## src/rtl/mem_wb_stage.sv

```systemverilog
// MEM/WB pipeline register: load data extraction/extension and register-file
// write-port drive, with stall/flush handling and one-cycle misalign flag.
// Optional: define UNALIGNED_LOAD_EN to enable LWL/LWR merging (codes 6/7);
// without it those codes behave as LW and mem_rt_old is ignored.
module mem_wb_stage #(
   parameter int DATA_W = 32,
   parameter int ADDR_W = 5
) (
   input  logic              clk,
   input  logic              rst,
   input  logic [5:0]        stall,
   input  logic              flush,
   input  logic              mem_we,
   input  logic [ADDR_W-1:0] mem_waddr,
   input  logic [DATA_W-1:0] mem_result,
   input  logic [2:0]        mem_ld_type,
   input  logic [1:0]        mem_addr_lo,
   input  logic [DATA_W-1:0] mem_rdata,
   input  logic [DATA_W-1:0] mem_rt_old,
   output logic              wb_we,
   output logic [ADDR_W-1:0] wb_waddr,
   output logic [DATA_W-1:0] wb_wdata,
   output logic              wb_misalign
);

   typedef enum logic [2:0] {
      LD_NONE = 3'd0,
      LD_B    = 3'd1,
      LD_BU   = 3'd2,
      LD_H    = 3'd3,
      LD_HU   = 3'd4,
      LD_W    = 3'd5,
      LD_WL   = 3'd6,
      LD_WR   = 3'd7
   } ld_type_e;

   ld_type_e          ld;
   logic [7:0]        byte_sel;
   logic [15:0]       half_sel;
   logic [DATA_W-1:0] ld_val;
   logic              ld_mis;

   assign ld = ld_type_e'(mem_ld_type);

   // Stall bits for earlier stages have no meaning here.
   logic unused_stall;
   assign unused_stall = ^stall[3:0];

`ifndef UNALIGNED_LOAD_EN
   logic unused_rt_old;
   assign unused_rt_old = ^mem_rt_old;
`endif

   // Select the byte/halfword lane and build the value to be written back.
   always_comb begin
      byte_sel = '0;
      half_sel = mem_addr_lo[1] ? mem_rdata[31:16] : mem_rdata[15:0];
      ld_val   = mem_result;
      ld_mis   = 1'b0;
      case (mem_addr_lo)
         2'd0: byte_sel = mem_rdata[7:0];
         2'd1: byte_sel = mem_rdata[15:8];
         2'd2: byte_sel = mem_rdata[23:16];
         2'd3: byte_sel = mem_rdata[31:24];
         default: byte_sel = '0;
      endcase
      case (ld)
         LD_NONE: ld_val = mem_result;
         LD_B:    ld_val = {{(DATA_W-8){byte_sel[7]}}, byte_sel};
         LD_BU:   ld_val = {{(DATA_W-8){1'b0}}, byte_sel};
         LD_H: begin
            ld_val = {{(DATA_W-16){half_sel[15]}}, half_sel};
            ld_mis = mem_addr_lo[0];
         end
         LD_HU: begin
            ld_val = {{(DATA_W-16){1'b0}}, half_sel};
            ld_mis = mem_addr_lo[0];
         end
         LD_W: begin
            ld_val = mem_rdata;
            ld_mis = (mem_addr_lo != 2'b00);
         end
`ifdef UNALIGNED_LOAD_EN
         LD_WL: begin
            case (mem_addr_lo)
               2'd0:    ld_val = {mem_rdata[7:0],  mem_rt_old[23:0]};
               2'd1:    ld_val = {mem_rdata[15:0], mem_rt_old[15:0]};
               2'd2:    ld_val = {mem_rdata[23:0], mem_rt_old[7:0]};
               default: ld_val = mem_rdata;
            endcase
         end
         LD_WR: begin
            case (mem_addr_lo)
               2'd0:    ld_val = mem_rdata;
               2'd1:    ld_val = {mem_rt_old[31:24], mem_rdata[31:8]};
               2'd2:    ld_val = {mem_rt_old[31:16], mem_rdata[31:16]};
               default: ld_val = {mem_rt_old[31:8],  mem_rdata[31:24]};
            endcase
         end
`else
         LD_WL:   ld_val = mem_rdata;
         LD_WR:   ld_val = mem_rdata;
`endif
         default: ld_val = mem_result;
      endcase
   end

   // Pipeline register: reset > flush > bubble on MEM-only stall > hold > capture.
   always_ff @(posedge clk) begin
      if (!rst) begin
         wb_we       <= 1'b0;
         wb_waddr    <= '0;
         wb_wdata    <= '0;
         wb_misalign <= 1'b0;
      end else if (flush || (stall[4] && !stall[5])) begin
         wb_we       <= 1'b0;
         wb_waddr    <= '0;
         wb_wdata    <= '0;
         wb_misalign <= 1'b0;
      end else if (!stall[4]) begin
         wb_we       <= mem_we && (mem_waddr != '0) && !ld_mis;
         wb_waddr    <= mem_waddr;
         wb_wdata    <= ld_mis ? '0 : ld_val;
         wb_misalign <= ld_mis;
      end
   end

endmodule

```

## config.mk

```make
export PLATFORM = sky130hd
export DESIGN_NAME = mem_wb_stage
export DESIGN_NICKNAME = d
export VERILOG_FILES = /design/src/rtl/mem_wb_stage.sv
export SDC_FILE = /design/constraint.sdc
export NUM_CORES = 1
export LEC_CHECK = 0
export CORE_UTILIZATION = 36
export DETAILED_ROUTE_END_ITERATION = 10
export GPL_TIMING_DRIVEN = 0
export PLACE_DENSITY = 0.81
export SETUP_SLACK_MARGIN = 0.5
export SYNTH_ARGS = -nofsm -noshare
export SYNTH_HDL_FRONTEND = slang
export SYNTH_SLANG_ARGS = --single-unit
```

## constraint.sdc

```tcl
create_clock -name clk -period 1.8 [get_ports clk]
set_input_delay 0.27 -clock clk [delete_from_list [all_inputs] [get_ports clk]]
set_output_delay 0.27 -clock clk [all_outputs]
set_load 0.01 [all_outputs]
```

; ---- After elaboration in Yosys (flattened, before gate mapping)
; Cells that the tools add are included.
[word_totals]
latch_bits = 0
in_bits = 116
wordCells = 33
mem_bits_rw = 0
register_bits = 39
mem_count = 0
rom_bits = 0
out_inout_bits = 39
[classes]
n_eq_ne = 10
n_mul = 0
shift = 0
addsub = 0
n_reduce_logical = 13
bitwise_logic = 1
div_mod_pow = 0
magnitude_cmp = 0
muxes = 5
[ops]
columns = cell, count
row1 = $pmux W32 S6, 1
row2 = $mux W32, 1
row3 = $pmux W8 S4, 1
row4 = $mux W16, 1
row5 = $eq A3 B3 Y1 const B, 4
row6 = $eq A3 B2 Y1 const B, 2
row7 = $reduce_bool A5 Y1, 1
row8 = $eq A2 B2 Y1 const B, 2
row9 = $reduce_or A2 Y1, 2
row10 = $eq A3 B1 Y1 const B, 1
row11 = $logic_and A1 B1 Y1, 3
row12 = $logic_not A3 Y1, 1
row13 = $reduce_or A3 Y1, 1
row14 = $eq A2 B1 Y1 const B, 1
row15 = $logic_not A1 Y1, 2
row16 = $logic_not A2 Y1, 1
row17 = $pmux W1 S2, 1
row18 = $reduce_bool A2 Y1, 1
row19 = $logic_or A1 B1 Y1, 1
row20 = $not A1 Y1, 1

; ---- Depth between registers and ports, before layout
[depth]
ltp_word = 5
ltp_mapped = 8
ltp_nobuf = 5

; ---- Worst setup path after synthesis
; No wires, ideal clock.
[synth_timing]
path_type = input to register
from = input port mem_addr_lo[0]
to = register wb_wdata[0]
n_path_buf = 1
path_stages = 5
setup_ps = 122
t_required_ps = 1678
t_arrival_ps = 1338
slack_ps = 341
path_cell_list = buf_6 -> mux4_2 -> and3_1 -> a211oi_1 -> o21ai_1
[synth_via]
elab_chain_cells = 4
word_cells_on_any_way = 9
classes_between = 3 x eq/ne / 4 x mux / 2 x reduce/logical
[synth_lines]
columns = item, line
row1 = "start, declared", 17  ; input logic [1:0] mem_addr_lo,
row2 = "$eq A2 B2 Y1, or another cell as far along", 60  ; case (mem_addr_lo)
row3 = $pmux W8 S4, 60
row4 = $pmux W32 S6, 67  ; case (ld)
row5 = $mux W32 *, 123  ; wb_wdata <= ld_mis ? '0 : ld_val;
row6 = "end signal, assigned", 123
row7 = "end, declared", 22  ; output logic [DATA_W-1:0] wb_wdata,
; Mark *: on every way between the ends. The rest lies on a longest branch, timed or not.
; A chain may end at the register's enable or synchronous reset.

; ---- Worst setup path in the final report
[layout_timing]
from = input port mem_addr_lo[1]
to = register wb_wdata[7]
; Same word-level chain as after synthesis.

==> flow_metrics.env <==
export IMPL_drc=0
export IMPL_rows=28
export IMPL_core_area_mm2=0.00603
export IMPL_period_share_pct=78.6
export IMPL_overflow=0
export IMPL_area_growth_syn_to_layout_pct=83.8
export IMPL_hold_ws_ns=0.259
export IMPL_cts_sinks=39
export IMPL_synth_net_count=396
export IMPL_tightestPinTransition_ns=0.464
export IMPL_clk_latency_ns=0.30
export IMPL_r2r_start="wb_wdata[7]"
export IMPL_grt_pass1_vias=2801
export IMPL_drt_antenna_violating_nets=0
export IMPL_synth_ff_type="dfxtp_1"
export IMPL_avgRoutedWirePerCell_um=18.5
export IMPL_synth_cells=280
export IMPL_reg2regPathDepth=3
export IMPL_crit_type="input pin to register"
export IMPL_grtUsageTotal_pct=28.9
export IMPL_start_util_pct=38.1
export IMPL_max_freq_mhz=707
export IMPL_post_dp_hpwl_um=6310
export IMPL_gp_congestion=0.916
export IMPL_pin_count=155
export IMPL_holdPathEnd="wb_wdata[15]"
export IMPL_antenna_cells=0
export IMPL_p_leak_nw=1.84
export IMPL_r2r_end="wb_wdata[7]"
export IMPL_synth_ff_latch_count=39
export IMPL_final_cell_area_mm2=0.00422
export IMPL_path_cells="buf_8, mux2_4, buf_6, a222oi_1, nor4b_4, a21oi_1"
export IMPL_endpoint_kind="register"
export IMPL_vias=2910
export IMPL_finalWorstSetupSlack_ns=0.385
export IMPL_finalCriticalPeriod_ns=1.41
export IMPL_synth_edf_count=0
export IMPL_drt_iter0_drc=190
export IMPL_critical_path_arrival_ns=1.60
export IMPL_drive_gt1_share_pct=30.2
export IMPL_synth_distinct_cells=44
export IMPL_wl_um=9390
export IMPL_skew_ns=0
export IMPL_multi_input_area_mm2=0.00166
export IMPL_firstDrtPassIters=7
export IMPL_critPathTopFamily="compound AO/OA/AOI/OAI gates"
export IMPL_maxCapViolCount=0
export IMPL_min_path_cells=3
export IMPL_fillers=470
export IMPL_register_area_um2=781
export IMPL_die_y_um=81.9
export IMPL_clock_path_buffers=2
export IMPL_antenna_found_initial=0
export IMPL_relSlewSlack_pct=68.9
export IMPL_power_total_w=0.00246
export IMPL_tritoncts="built"
export IMPL_final_common_cell="dlygate4sd2_1"
export IMPL_cts_root_buf="clkbuf_8"
export IMPL_required_ns=1.99
export IMPL_finalMaxSlewViolations=0
export IMPL_pre_cts_ws_ns=-0.357
export IMPL_grt_start_max_net_pins=13
export IMPL_crit_fanout=3
export IMPL_clk_pin_slew_ns=0.08
export IMPL_ys_async_sr_fraction_pct=0
export IMPL_via_per_inst=5.72
export IMPL_syn_area_per_cell_um2=8.20
export IMPL_hold_viol=0
export IMPL_ys_seq_area_share_pct=34.0
export IMPL_fin_util_pct=70.0
export IMPL_final_nets=549
export IMPL_final_cell_mix="dlygate4sd2_1, o21ai_1, nand2_1"
export IMPL_start_kind="input pin"
export IMPL_path_buf_inv=2
export IMPL_rsz0062_at_grt="yes"
export IMPL_yosysWarnings=0
export IMPL_syn_area_mm2=0.00230
export IMPL_setup_viol=0
export IMPL_htreeDepth=2
export IMPL_rrSetupSlack_ns=0.51
export IMPL_dpl_cell_area_mm2=0.00379
export IMPL_die_area_mm2=0.00670
export IMPL_grt_pass1_wl_um=14100
export IMPL_cp_slowest_cell="a222oi_1"
export IMPL_die_w_um=81.9
export IMPL_peakVddDrop_uv=518
export IMPL_p_per_area_mw_per_mm2=584
export IMPL_status="finished clean"
export IMPL_cts_buffers=5
export IMPL_slowest_delay_ns=0.43
export IMPL_min_path_type="input pin to register"
export IMPL_min_delay_start="mem_rdata[15]"
export IMPL_port_buffers=115
-- cell usage after synthesis, types with 2 or more instances --
| cell type | number | area share (%) |
|---|---|---|
| a211oi_1 | 6 | 2.0 |
| a21oi_1 | 19 | 4.1 |
| a221oi_1 | 8 | 3.1 |
| a22o_1 | 5 | 1.9 |
| and3_1 | 6 | 1.6 |
| buf_2 | 6 | 1.3 |
| buf_4 | 3 | 0.98 |
| buf_6 | 5 | 2.5 |
| clkbuf_1 | 8 | 1.3 |
| dfxtp_1 | 39 | 34 |
| inv_1 | 2 | 0.33 |
| maj3_2 | 2 | 0.98 |
| mux2_1 | 3 | 1.5 |
| mux2_2 | 2 | 0.98 |
| mux2i_1 | 7 | 3.1 |
| mux4_2 | 5 | 4.9 |
| nand2_1 | 53 | 8.7 |
| nor2_1 | 7 | 1.1 |
| nor2b_1 | 2 | 0.54 |
| nor3_1 | 3 | 0.65 |
| o211a_1 | 2 | 0.87 |
| o21ai_0 | 9 | 2.0 |
| o21ai_1 | 56 | 12 |
| or3_1 | 2 | 0.54 |
-- cells by family (layout without fill, tap and decap cells) --
group	Yosys count	count (layout)	share of synthesized area [%]
AO/OA/AOI/OAI	114	114	30.5
XOR/XNOR	1	1	0.382
adder cells (fa/ha/maj)	2	2	0.981
buffers and inverters	25	179	6.54
flip-flops	39	39	34.0
multiplexers	18	18	11.0
AND/OR/NAND/NOR	81	81	16.6
-- cell type report --
class,instances,share of cell area [%]
Clock inverter,2,0.830
Buffer,22,5.01
Multi-Input combinational cell,216,39.3
Inverter,3,0.386
Timing Repair Buffer,146,31.8
Clock buffer,6,1.96
Tap cell,75,2.22
Sequential cell,39,18.5
-- power breakdown --
group          switching, W  internal (W)
registers         0.0000133      0.000889
logic              0.000360      0.000412
clock network      0.000339      0.000449
-- through the flow --
stage | cells | TNS, ns
6_report | 509 | 0
5_1_grt | 509 | 0
4_1_cts | 503 | 0
3_5_place_dp | 470 | -8.53
3_3_place_gp | 470 | -7.83
2_1_floorplan | 280 | 0
-- worst min-delay path, delay by kind of cell --
family	cells	cell delay, ns
AOI/OAI and AO/OA	2	0.16
buffers and inverters	1	0.10
-- state kept, by name, summed over array words and instances (netlist names) --
signal	count
wb_wdata	32
wb_waddr	5
wb_misalign	1
wb_we	1
-- timing repair --
action | CTS | global route
setup buffers | 21 | 4
gates cloned | 4 | 2
endpoints found under the setup margin | 73 | 34
resized for setup | 122 | 34
hold buffers | 0 | 0
pin swaps | 23 | 16
endpoints found under the hold margin | 0 | 0
-- layer usage --
metal,up-vias,track usage (%),share of wire (%)
li1,1332,-,-
met1,1342,33.5,39
met2,198,48.8,48
met3,38,7.22,8.9
met4,0,14.6,4.1
met5,-,0,0
-- how the worst max path moves through the flow --
stage                        start            to  cells after the start
floorplan           mem_ld_type[0]   wb_wdata[0]                      7
detailed placement  mem_ld_type[1]  wb_wdata[12]                      7
CTS                            rst   wb_wdata[7]                      7
global placement    mem_ld_type[1]  wb_wdata[12]                      7
finish              mem_addr_lo[1]   wb_wdata[7]                      6
global route        mem_addr_lo[1]   wb_wdata[7]                      6
Power figures use the tool's default switching activity.
